<file path="src/rtl/counter_seq_pkg.sv">
// Shared definitions for the index sequencer: state encoding and default widths.
package counter_seq_pkg;

    localparam int CNT_W_DEF  = 5;
    localparam int PASS_W_DEF = 4;

    typedef enum logic [1:0] {
        ST_IDLE  = 2'd0,
        ST_CLEAR = 2'd1,
        ST_RUN   = 2'd2,
        ST_DONE  = 2'd3
    } state_t;

    function automatic logic state_is_busy(input state_t s);
        return (s == ST_CLEAR) || (s == ST_RUN);
    endfunction

endpackage

</file>
<file path="src/rtl/counter_seq.sv">
// Multi-pass index sequencer driving an external count register (counter_mem):
// emits 0..cnt_max per pass with valid/ready handshaking, n_pass times.
module counter_seq
    import counter_seq_pkg::*;
#(
    parameter int CNT_W  = CNT_W_DEF,
    parameter int PASS_W = PASS_W_DEF
) (
    input  logic              clk,
    input  logic              rst,
    input  logic              start,
    input  logic              abort,
    input  logic [CNT_W-1:0]  cnt_max,
    input  logic [PASS_W-1:0] n_pass,
    input  logic [CNT_W-1:0]  cnt_q,
    output logic [CNT_W-1:0]  cnt_next,
    output logic [CNT_W-1:0]  addr,
    output logic              valid,
    input  logic              ready,
    output logic              last,
    output logic              busy,
    output logic              done
);

    state_t            state;
    logic [CNT_W-1:0]  cnt_max_r;
    logic [PASS_W-1:0] n_pass_r;
    logic [PASS_W-1:0] pass;

    logic transfer;
    logic end_of_pass;
    logic final_pass;

    assign transfer    = valid && ready;
    // A count above the latched limit (corrupt feedback) also closes the pass.
    assign end_of_pass = (cnt_q >= cnt_max_r);
    assign final_pass  = (pass == (n_pass_r - PASS_W'(1)));

    assign addr = cnt_q;
    assign last = (state == ST_RUN) && end_of_pass && final_pass;

    always_ff @(posedge clk or posedge rst) begin
        if (rst) begin
            state     <= ST_IDLE;
            cnt_max_r <= '0;
            n_pass_r  <= PASS_W'(1);
            pass      <= '0;
            valid     <= 1'b0;
            busy      <= 1'b0;
            done      <= 1'b0;
        end else if (abort) begin
            state <= ST_IDLE;
            pass  <= '0;
            valid <= 1'b0;
            busy  <= 1'b0;
            done  <= 1'b0;
        end else begin
            case (state)
                ST_IDLE: begin
                    done <= 1'b0;
                    if (start) begin
                        state     <= ST_CLEAR;
                        cnt_max_r <= cnt_max;
                        n_pass_r  <= (n_pass == '0) ? PASS_W'(1) : n_pass;
                        pass      <= '0;
                        busy      <= state_is_busy(ST_CLEAR);
                    end
                end
                ST_CLEAR: begin
                    state <= ST_RUN;
                    valid <= 1'b1;
                    busy  <= state_is_busy(ST_RUN);
                end
                ST_RUN: begin
                    if (transfer && end_of_pass) begin
                        if (final_pass) begin
                            state <= ST_DONE;
                            valid <= 1'b0;
                            busy  <= state_is_busy(ST_DONE);
                            done  <= 1'b1;
                        end else begin
                            pass <= pass + PASS_W'(1);
                        end
                    end
                end
                ST_DONE: begin
                    state <= ST_IDLE;
                    done  <= 1'b0;
                end
                default: begin
                    state <= ST_IDLE;
                    valid <= 1'b0;
                    busy  <= 1'b0;
                    done  <= 1'b0;
                end
            endcase
        end
    end

    // Outside RUN the count register is flushed to zero every cycle.
    always_comb begin
        cnt_next = '0;
        if (!abort && (state == ST_RUN)) begin
            if (!transfer) begin
                cnt_next = cnt_q;
            end else if (!end_of_pass) begin
                cnt_next = cnt_q + CNT_W'(1);
            end
        end
    end

endmodule

</file>
<file path="config.mk">
export PLATFORM = sky130hd
export DESIGN_NAME = counter_seq
export DESIGN_NICKNAME = d
export VERILOG_FILES = /design/src/rtl/counter_seq_pkg.sv /design/src/rtl/counter_seq.sv
export SDC_FILE = /design/constraint.sdc
export NUM_CORES = 1
export LEC_CHECK = 0
export ABC_AREA = 1
export CAP_MARGIN = 10
export CORE_MARGIN = 1.5
export CORE_UTILIZATION = 65
export CTS_CLUSTER_SIZE = 8
export DETAILED_ROUTE_END_ITERATION = 10
export DONT_BUFFER_PORTS = 1
export GPL_ROUTABILITY_DRIVEN = 0
export GPL_TIMING_DRIVEN = 0
export PLACE_DENSITY = 0.8
export SETUP_SLACK_MARGIN = 0.5
export SYNTH_ARGS = -nofsm -noshare
export SYNTH_HDL_FRONTEND = slang
export SYNTH_SLANG_ARGS = --single-unit
</file>
<file path="constraint.sdc">
create_clock -name clk -period 4.4 [get_ports clk]
set_input_delay 0.44 -clock clk [delete_from_list [all_inputs] [get_ports clk]]
set_output_delay 0.44 -clock clk [all_outputs]
set_load 0.02 [all_outputs]
</file>
# == Word-level counts from Yosys, hierarchy flattened ==
# Index checks and enable logic that the tools add are counted.
# op_classes
add_sub_neg,3
order_cmp,1
eq_ne,8
muxes,25
bitwise,1
n_reduce_logical,19
# op_table
cell,n
4-bit 2-to-1 mux,5
5-bit 2-to-1 mux,3
3-bit != test (second input constant),4
3-bit AND reduction,4
3-bit nonzero test,3
1-bit 2-to-1 mux,8
2-bit 2-to-1 mux,4
2-bit one-hot mux with 4 select lines,1
4-bit one-hot mux with 2 select lines,1
4-bit AND reduction,2
5-bit by 1-bit adder with 5-bit output (second input constant),1
5-bit greater-or-equal comparator,1
1-bit logical AND,5
4-bit by 1-bit adder with 4-bit output (second input constant),1
2-bit == test (second input constant),2
4-bit == test,1
4-bit zero test,1
1-bit one-hot mux with 2 select lines,2
4-bit nonzero test,1
4-bit by 1-bit subtractor with 4-bit output (second input constant),1
1-bit one-hot mux with 3 select lines,1
2-bit by 1-bit == test with 1-bit output (second input constant),1
2-bit zero test,1
2-bit OR reduction,1
2 further kinds,2
# word_totals
reg_bits,18
input_bits,19
output_inout_bits,14
wordCells,64

# == Depth between registers and ports, before layout ==
# Gate-level depths: netlist of run 1.
# logic_depth
ltp_word,6
depth_mapped,14
mapped_depth_nobuf,14

# == Worst setup path after synthesis of run 1 ==
# OpenSTA, ideal clock, no wires.
# synth_timing
kind,in2out
startpoint,input port cnt_q[0]
endpoint,output port cnt_next[0]
t_arrival_ns,1.724
t_required_ns,3.960
setup_slack_ns,2.236
cell_stages,9
n_path_buf,0
cell_sequence,inv_1 > ha_1 > nor2_1 > inv_1 > nand2_1 > nand3_1 > nand2_1 > nand2_2 > nor3_1
# synth_between
elab_chain_cells,4
word_cells_on_any_way,5
cone_classes,add/sub (1); order compare (1); mux (3)
# synth_rtl
item,line_no,source
start: declaration,counter_seq.sv:15,"input logic [CNT_W-1:0] cnt_q,"
5-bit by 1-bit adder with 5-bit output or 5-bit greater-or-equal comparator (tied branches),"counter_seq.sv:107, counter_seq.sv:36",
5-bit 2-to-1 mux,counter_seq.sv:106,end else if (!end_of_pass) begin
5-bit 2-to-1 mux *,counter_seq.sv:104,if (!transfer) begin
5-bit 2-to-1 mux *,counter_seq.sv:103,if (!abort && (state == ST_RUN)) begin
end: declaration,counter_seq.sv:16,"output logic [CNT_W-1:0] cnt_next,"
# Mark *: on every way between the ends. The rest lies on a longest branch, timed or not.

# == Worst setup path in the final report of run 1 ==
# layout_timing
startpoint,register cnt_max_r[4]
endpoint,output port cnt_next[1]
# layout_between
elab_chain_cells,4
# layout_rtl
item,line_no,source
start: declaration,counter_seq.sv:26,logic [CNT_W-1:0] cnt_max_r;
start signal: assignment,counter_seq.sv:63,cnt_max_r <= cnt_max;
5-bit greater-or-equal comparator,counter_seq.sv:36,assign end_of_pass = (cnt_q >= cnt_max_r);
5-bit 2-to-1 mux,counter_seq.sv:106,
5-bit 2-to-1 mux,counter_seq.sv:104,
5-bit 2-to-1 mux,counter_seq.sv:103,
# No other way between the ends.

==> reports/qor_table.md, run 1 <==
| Step | Item | Reported |
|:---|:---|:---|
| outcome | Outcome | finished clean |
| die | Starting Density | 71.1% |
| critical path | Critical Path Start Type | flop |
| die | Die Wd | 50.0 microns |
| timing | Remaining max-slew budget at the tightest pin | 54.7% |
| layout | Layout area overhead | 4.87% |
| logic synthesis | Post-synth net total | 237 |
| timing | Setup repair after global routing missed its margin | no |
| critical path | Data required time of the critical path | 3960 ps |
| power and ir drop | Power density relative to cell area | 565 nW/um^2 |
| global route | Wire length of the first global-routing pass | 4810 microns |
| power and ir drop | Pleak | 0.854 nW |
| die | I/O pin count | 33 |
| clock network | PostCTS Resize Cnt | 0 |
| die | Core Region | 2020 sq um |
| layout | Highest-count cells in the layout ignoring fill and taps | nand2_1 (58), inv_1 (26), nor2_1 (23), dfrtp_1 (17) |
| timing | Least-Margin Pin Slew | 678 ps |
| logic synthesis | Share of the yosys chip area belonging to registers | 31.4% |
| critical path | Library cell contributing the largest single delay on the critical path | nor3_1 |
| timing | Final Hold Vio Count | 0 |
| logic synthesis | Number of flip-flops and latches in the synthesized netlist | 18 |
| critical path | Worst path top cell family by delay | simple AND/OR/NAND/NOR gates |
| layout | Number of diodes added for antenna fixing | 0 |
| logic synthesis | Cell area after synthesis | 1440 sq um |
| layout | Final design instance area without fill | 1510 sq um |
| critical path | Category of the most critical setup path | flop to primary output |
| logic synthesis | Gate count after technology mapping | 206 |
| logic synthesis | Number of warnings printed during yosys synthesis | 0 |
| routing | Starting DRC count in detailed routing | 48 |
| clock network | CTS Root Buffer Type | clkbuf_4 |
| critical path | Largest stage delay, worst path | 550 ps |
| power and ir drop | Maximum resistive drop on vdd | 0.302 mV |
| clock network | Htree depth | 1 |
| die | Die area | 2500 sq um |
| timing | Post-route setup slack | 1780 ps |
| power and ir drop | Total power consumption of the routed design | 0.852 mW |
| timing | Fraction of the cycle the final worst path needs | 59.6% |
| routing | Via count | 1244 |
| placed design | Instance count after placement with tap cells included | 233 |
| layout | Final nets | 242 |
| timing | Maximum clock skew at final layout | 1.43 ps |
| placed design | Post-placement setup slack | 2040 ps |
| placed design | IO buf count | 0 |
| layout | Fraction of final layout cells sized beyond drive strength 1 | 14.8% |
| timing | Post-Route Setup TNS | 0 ps |
| global route | Via count of the first global-routing pass | 1196 |
| layout | Final Core Density | 74.6% |
| clock network | Worst-path clk slew | 100 ps |
| layout | Non-filler instance count after layout | 237 |
| layout | Commonest non-fill, non-tap cell in the layout | nand2_1 |
| global route | Number of antenna violations at the first check in global routing | 0 |
| timing | Setup violators final | 0 |
| routing | Wirelength per Cell | 11.9 microns |
| die | Site row count | 16 |
| critical path | Worst path arrival time | 2180 ps |
| global route | Largest net degree at the start of global routing | 19 |
| clock network | CTS hold repair buffers | 0 |
| die | Die height | 50.0 microns |
| clock network | Count of clock tree sinks | 18 |
| critical path | Critical path cell sequence | inv_1 -> ha_1 -> a21oi_1 -> nand3_1 -> nand2_1 -> nand2_2 -> nor3_1 |
| global route | Overflow left after global routing | 0 |
| timing | Max Clock Freq | 381 MHz |
| timing | Min Hold Slack | 125 ps |
| logic synthesis | Unique cell type count in the Yosys netlist | 30 |
| clock network | Clk Latency, worst-skew pair | 290 ps |
| clock network | CTS tree | yes |
| routing | Drt drc | 0 |
| hold path | Class of the worst hold path | input port to asynchronous set/reset pin |
| timing | Final Max Slew Viols | 0 |
| routing | Post-DR vias/cell | 5.25 |
| layout | Number of filler cells placed in the layout | 175 |
| routing | Antenna violation net count after detailed routing | 0 |
| critical path | Sort of element at the end of the critical path | primary output |
| global route | Combined global-route utilization of all metal layers | 24.9% |
| clock network | Maximum buffer depth of the clock tree | 2 |
| placed design | Area after detailed placement | 1470 sq um |
| critical path | Number of buffers and inverters on the critical path | 1 |
| flow run | Maxcap violations | 0 |
| clock network | Post-CTS repair timing setup buffer count | 0 |
| routing | Drt pass-1 iters | 5 |
| logic synthesis | Average instance area after synthesis | 6.98 sq um |
| critical path | Top fanout value on the critical path | 10 |
| placed design | Final HPWL from detailed placement | 2230 microns |
| clock network | Number of buffers added by the clock tree synthesis step | 3 |
| timing | Min Clock Period, post-route | 2620 ps |
| routing | Routed Wire Length | 2810 microns |
-- synthesized netlist by cell type --
library cell | instances | area [sq um]
dfstp_2 | 1 | 26.3
o21ai_1 | 4 | 20.0
xor2_1 | 3 | 26.3
nand2_4 | 1 | 11.3
nand3b_1 | 2 | 15.0
nand3_1 | 12 | 60.1
mux2_2 | 1 | 11.3
nor2_1 | 23 | 86.3
or2_1 | 1 | 6.26
nand2_1 | 58 | 218
dfrtp_1 | 17 | 425
inv_2 | 7 | 26.3
nand3_2 | 2 | 20.0
nand4_1 | 5 | 31.3
clkinv_1 | 1 | 3.75
nor2_8 | 1 | 20.0
nor3_1 | 4 | 20.0
nand2_2 | 4 | 25.0
ha_1 | 12 | 150
a21oi_1 | 7 | 35.0
a21o_1 | 1 | 7.51
nor2_4 | 1 | 11.3
nor2_2 | 2 | 12.5
o21ai_0 | 1 | 5.00
buf_2 | 1 | 5.00
buf_4 | 5 | 37.5
buf_6 | 1 | 11.3
nor4_1 | 1 | 6.26
inv_1 | 26 | 97.6
a31oi_1 | 1 | 6.26
-- worst reg2reg max path, cell delays in order (launching register included) --
cell,delay [ps]
dfstp_2,590
inv_2,60
ha_1,300
inv_1,40
nand2_1,50
nand2_1,50
nor2_2,130
nand3_2,100
nor2_4,120
nand2_2,70
nand2_4,80
nand2_2,50
nand2_1,50
nand2_1,50
-- state kept, by name, summed over array words and instances, names as in the netlist --
| register | cells |
|---|---|
| cnt_max_r | 5 |
| n_pass_r | 4 |
| pass | 4 |
| state | 2 |
| busy | 1 |
| done | 1 |
| valid | 1 |
-- cell type report --
class	instances	area [sq um]	area share, %
Multi-Input combinational cell	147	805	53.4
Tap cell	27	33.8	2.24
Clock buffer	4	36.3	2.41
Inverter	34	128	8.46
Sequential cell	18	452	30.0
Buffer	7	53.8	3.57
-- cells by family (layout without fill, tap and decap cells) --
group | Yosys count | in the layout | share of synthesized area, %
mux | 1 | 1 | 0.783
fa+ha+maj | 12 | 12 | 10.4
xor+xnor | 3 | 3 | 1.83
compound gates | 14 | 14 | 5.13
simple gates | 117 | 117 | 37.8
flops | 18 | 18 | 31.4
buf+inv | 41 | 45 | 12.6
-- per-layer routing --
layer | up-vias | part of all wire [%] | global-route usage, %
met5 | - | 0 | 0
met4 | 0 | 0 | 7.41
met3 | 0 | 4.6 | 2.42
met2 | 32 | 50 | 45.0
met1 | 564 | 45 | 30.9
li1 | 648 | - | -
-- report_power, final --
| group | internal, mW | switching, mW | leakage [nW] | total (mW) |
|---|---|---|---|---|
| logic | 0.166 | 0.289 | 0.610 | 0.455 |
| clock network | 0.0504 | 0.0515 | 0.0210 | 0.102 |
| registers | 0.233 | 0.0625 | 0.223 | 0.295 |
| total | 0.449 | 0.403 | 0.854 | 0.852 |
-- path summary, 6_finish.rpt --
kind	to	cells after the start	slack, ps	startpoint
setup / recovery	cnt_next[1]	7	1780	cnt_max_r[4]$_DFFE_PP0P_
hold / removal	cnt_max_r[0]$_DFFE_PP0P_	1	130	rst
setup reg to reg	state[0]$_DFFE_PP0P_	13	2570	n_pass_r[0]$_DFFE_PP1P_
hold reg to reg	state[1]$_DFFE_PP0P_	2	520	state[1]$_DFFE_PP0P_
max in group asynchronous	cnt_max_r[4]$_DFFE_PP0P_	1	3840	rst
min in group clk	cnt_max_r[0]$_DFFE_PP0P_	1	300	cnt_max[0]
No activity file was read; power rests on OpenSTA's default activity.
==> run 2: changes to the inputs <==
- CORE_UTILIZATION: 65 -> 63
- PLACE_DENSITY: 0.8 -> 0.78
- clock period: 4.4 -> 2.6 ns (I/O delays scaled with it)
==> run 2 against run 1 <==
Effect of this change: global-route usage increased by 1.6 points; wire length increased by 17%; sequential share of layout area decreased by 3.9 points; sequential power increased by 70%; combinational power increased by 130%; largest cell class unchanged; first-iteration DRC count decreased by 35%; largest power group unchanged; worst hold slack got worse by 27 ps; via count increased by 7.5%; highest routed layer is now met4; worst setup slack got worse by 1300 ps; clock skew increased by 6.7 ps; clock power increased by 73%; count of clock-buffer cells in the layout unchanged.
==> reports/qor_table.md, run 2 (synthesis results as in run 1) <==
| Step | Item | Reported | Change |
|:---|:---|:---|:---|
| outcome | Outcome | finished clean | unchanged |
| timing | Post-Route Setup TNS | 0 ps | unchanged |
| clock network | Maximum buffer depth of the clock tree | 2 | unchanged |
| global route | Number of antenna violations at the first check in global routing | 0 | unchanged |
| power and ir drop | Maximum resistive drop on vdd | 0.722 mV | was 0.302 mV |
| global route | GR Layer Usage met3 | 3.27% | was 2.42% |
| layout | Max reg flops | 5 | unchanged |
| routing | Starting DRC count in detailed routing | 31 | was 48 |
| die | Core Region | 2190 sq um | was 2020 sq um |
| timing | Maximum clock skew at final layout | 8.12 ps | was 1.43 ps |
| global route | Via count of the first global-routing pass | 1242 | was 1196 |
| critical path | Largest stage delay, worst path | 380 ps | was 550 ps |
| die | Site row count | 17 | was 16 |
| power and ir drop | Pleak | 0.928 nW | was 0.854 nW |
| clock network | Number of buffers added by the clock tree synthesis step | 3 | unchanged |
| clock network | CTS tree | yes | unchanged |
| layout | Highest-count cells in the layout ignoring fill and taps | nand2_1 (53), inv_1 (23), nor2_1 (19), dfrtp_1 (17), buf_4 (16) | was nand2_1 (58), inv_1 (26), nor2_1 (23), dfrtp_1 (17) |
| layout | Fraction of final layout cells sized beyond drive strength 1 | 27.9% | was 14.8% |
| critical path | Number of buffers and inverters on the critical path | 1 | unchanged |
| global route | Combined global-route utilization of all metal layers | 26.5% | was 24.9% |
| timing | Setup repair after global routing missed its margin | yes | was no |
| layout | Final design instance area without fill | 1730 sq um | was 1510 sq um |
| die | Starting Density | 65.6% | was 71.1% |
| power and ir drop | Clock group share of total power | 10.3% | was 11.9% |
| power and ir drop | Total power consumption of the routed design | 1.72 mW | was 0.852 mW |
| timing | Final Hold Vio Count | 0 | unchanged |
| routing | Drt pass-1 iters | 4 | was 5 |
| critical path | Startpoint of the most critical setup path | cnt_max_r[2]$_DFFE_PP0P_ | was cnt_max_r[4]$_DFFE_PP0P_ |
| critical path | Category of the most critical setup path | flop to primary output | unchanged |
| global route | Global routing's busiest layer | met2 | unchanged |
| routing | Routed Wire Length | 3300 microns | was 2810 microns |
| critical path | Critical Path Start Type | flop | unchanged |
| global route | GR Layer Usage met1 | 30.4% | was 30.9% |
| clock network | Count of clock tree sinks | 18 | unchanged |
| placed design | Instance count after placement with tap cells included | 234 | was 233 |
| timing | Final Max Slew Viols | 0 | unchanged |
| layout | Number of diodes added for antenna fixing | 0 | unchanged |
| power and ir drop | Sequential power share | 29.2% | was 34.6% |
| placed design | Area after detailed placement | 1470 sq um | about the same |
| timing | Least-Margin Pin Slew | 694 ps | was 678 ps |
| die | I/O pin count | 33 | unchanged |
| power and ir drop | Power density relative to cell area | 989 nW/um^2 | was 565 nW/um^2 |
| power and ir drop | Net switching power of the design | 0.810 mW | was 0.403 mW |
| hold path | Class of the worst hold path | input port to flop | was input port to asynchronous set/reset pin |
| routing | Drt drc | 0 | unchanged |
| clock network | Clk Latency, worst-skew pair | 300 ps | was 290 ps |
| routing | Via count | 1337 | was 1244 |
| critical path | Reg2reg start | n_pass_r[0]$_DFFE_PP1P_ | unchanged |
| global route | Overflow left after global routing | 0 | unchanged |
| power and ir drop | Pint | 0.906 mW | was 0.449 mW |
| hold path | Min-delay src | cnt_max[0] |  |
| layout | Registers with the highest flip-flop counts | cnt_max_r x5, n_pass_r x4, pass x4 | unchanged |
| routing | Antenna violation net count after detailed routing | 0 | unchanged |
| flow run | Maxcap violations | 0 | unchanged |
| layout | Commonest non-fill, non-tap cell in the layout | nand2_1 | unchanged |
| timing | Min Hold Slack | 98.1 ps | was 125 ps |
| critical path | Critical path cell sequence | inv_1 -> ha_4 -> nand2_1 -> nor2_1 -> nand2_1 -> nand3_2 -> nand2_4 -> nand2_8 -> nor3_4 | was inv_1 -> ha_1 -> a21oi_1 -> nand3_1 -> nand2_1 -> nand2_2 -> nor3_1 |
| layout | Layout area overhead | 20.6% | was 4.87% |
| clock network | CTS Root Buffer Type | clkbuf_4 | unchanged |
| global route | Largest net degree at the start of global routing | 19 | unchanged |
| critical path | Worst path top cell family by delay | simple AND/OR/NAND/NOR gates | unchanged |
| critical path | Sort of element at the end of the critical path | primary output | unchanged |
| die | Die height | 50.8 microns | was 50.0 microns |
| placed design | Post-placement setup slack | 526 ps | was 2040 ps |
| layout | Final nets | 254 | was 242 |
| layout | Final Core Density | 79.2% | was 74.6% |
| global route | GR met2 Demand/Resource | 49.6% | was 45.0% |
| power and ir drop | Switching power share of the total | 47.2% | was 47.3% |
| timing | Fraction of the cycle the final worst path needs | 80.3% |  |
| timing | Post-route setup slack | 513 ps | was 1780 ps |
| critical path | Worst path arrival time | 1830 ps | was 2180 ps |
| power and ir drop | Logic gate share of total power | 60.5% | was 53.4% |
| die | Die area | 2580 sq um | was 2500 sq um |
| clock network | Worst-path clk slew | 110 ps | was 100 ps |
| critical path | Critical Path Most Common Cell | nand2_1 |  |
| die | Die Wd | 50.8 microns | was 50.0 microns |
| global route | Wire length of the first global-routing pass | 5060 microns | was 4810 microns |
| critical path | Library cell contributing the largest single delay on the critical path | dfrtp_1 | was nor3_1 |
| routing | Wirelength per Cell | 13.2 microns | was 11.9 microns |
| timing | Min Clock Period, post-route | 2090 ps |  |
| layout | Register containing the most flip-flops in the final layout | cnt_max_r | unchanged |
| critical path | Top fanout value on the critical path | 6 | was 10 |
| clock network | Htree depth | 1 | unchanged |
| placed design | Final HPWL from detailed placement | 2330 microns | was 2230 microns |
| routing | Post-DR vias/cell | 5.35 | was 5.25 |
| timing | Setup violators final | 0 | unchanged |
| placed design | IO buf count | 0 | unchanged |
| timing | Remaining max-slew budget at the tightest pin | 53.7% | was 54.7% |
| timing | Max Clock Freq | 479 MHz |  |
| critical path | Data required time of the critical path | 2340 ps | was 3960 ps |
| layout | Non-filler instance count after layout | 250 | was 237 |
run 2: cell types whose count changed in the layout (fill, tap and decap cells not counted), sizes merged:
cell	before	now
buf	7	18
dlygate4sd3	0	1
run 2: cell type report:
type                       count  area (sq um)
sequential                    18           452
multi-input combinational    147           937
buffer                         7          53.8
fill                         158           457
timing repair buffer          12          92.6
tap                           28          35.0
clock buffer                   4          36.3
inverter                      34           128
run 2: path summary, 6_finish.rpt:
| kind | slack, ps | to | cells past startpoint |
|---|---|---|---|
| max | 510 | cnt_next[1] | 9 |
| min | 100 | cnt_max_r[0]$_DFFE_PP0P_ | 1 |
| min in group asynchronous | 500 | done$_DFFE_PP0P_ | 2 |
| min reg2reg | 530 | cnt_max_r[0]$_DFFE_PP0P_ | 1 |
| max in group asynchronous | 1660 | state[0]$_DFFE_PP0P_ | 2 |
| max reg2reg | 660 | busy$_DFFE_PP0P_ | 15 |
run 2: timing repair:
item / in CTS / in global routing
hold buffers: 1 / 0
hold endpoints to repair: 17 / 0
gates resized for setup: 14 / 15
endpoints found under the setup margin: 6 / 6
setup buffers: 4 / 7
pin swaps: 5 / 13
run 2: power groups by stage:
stage	combinational, mW	sequential (mW)	clock, mW
floorplan	0.644	0.480	0
global placement	0.736	0.497	0
detailed placement	0.778	0.503	0
CTS	0.890	0.494	0.178
global route	1.17	0.513	0.183
finish	1.04	0.501	0.176
run 2: routing by layer:
layer / wire length [microns] / part of all wire, %
met3: 86 / 2.6
met2: 1760 / 53
met5: 0 / 0
met1: 1410 / 43
met4: 45 / 1.4
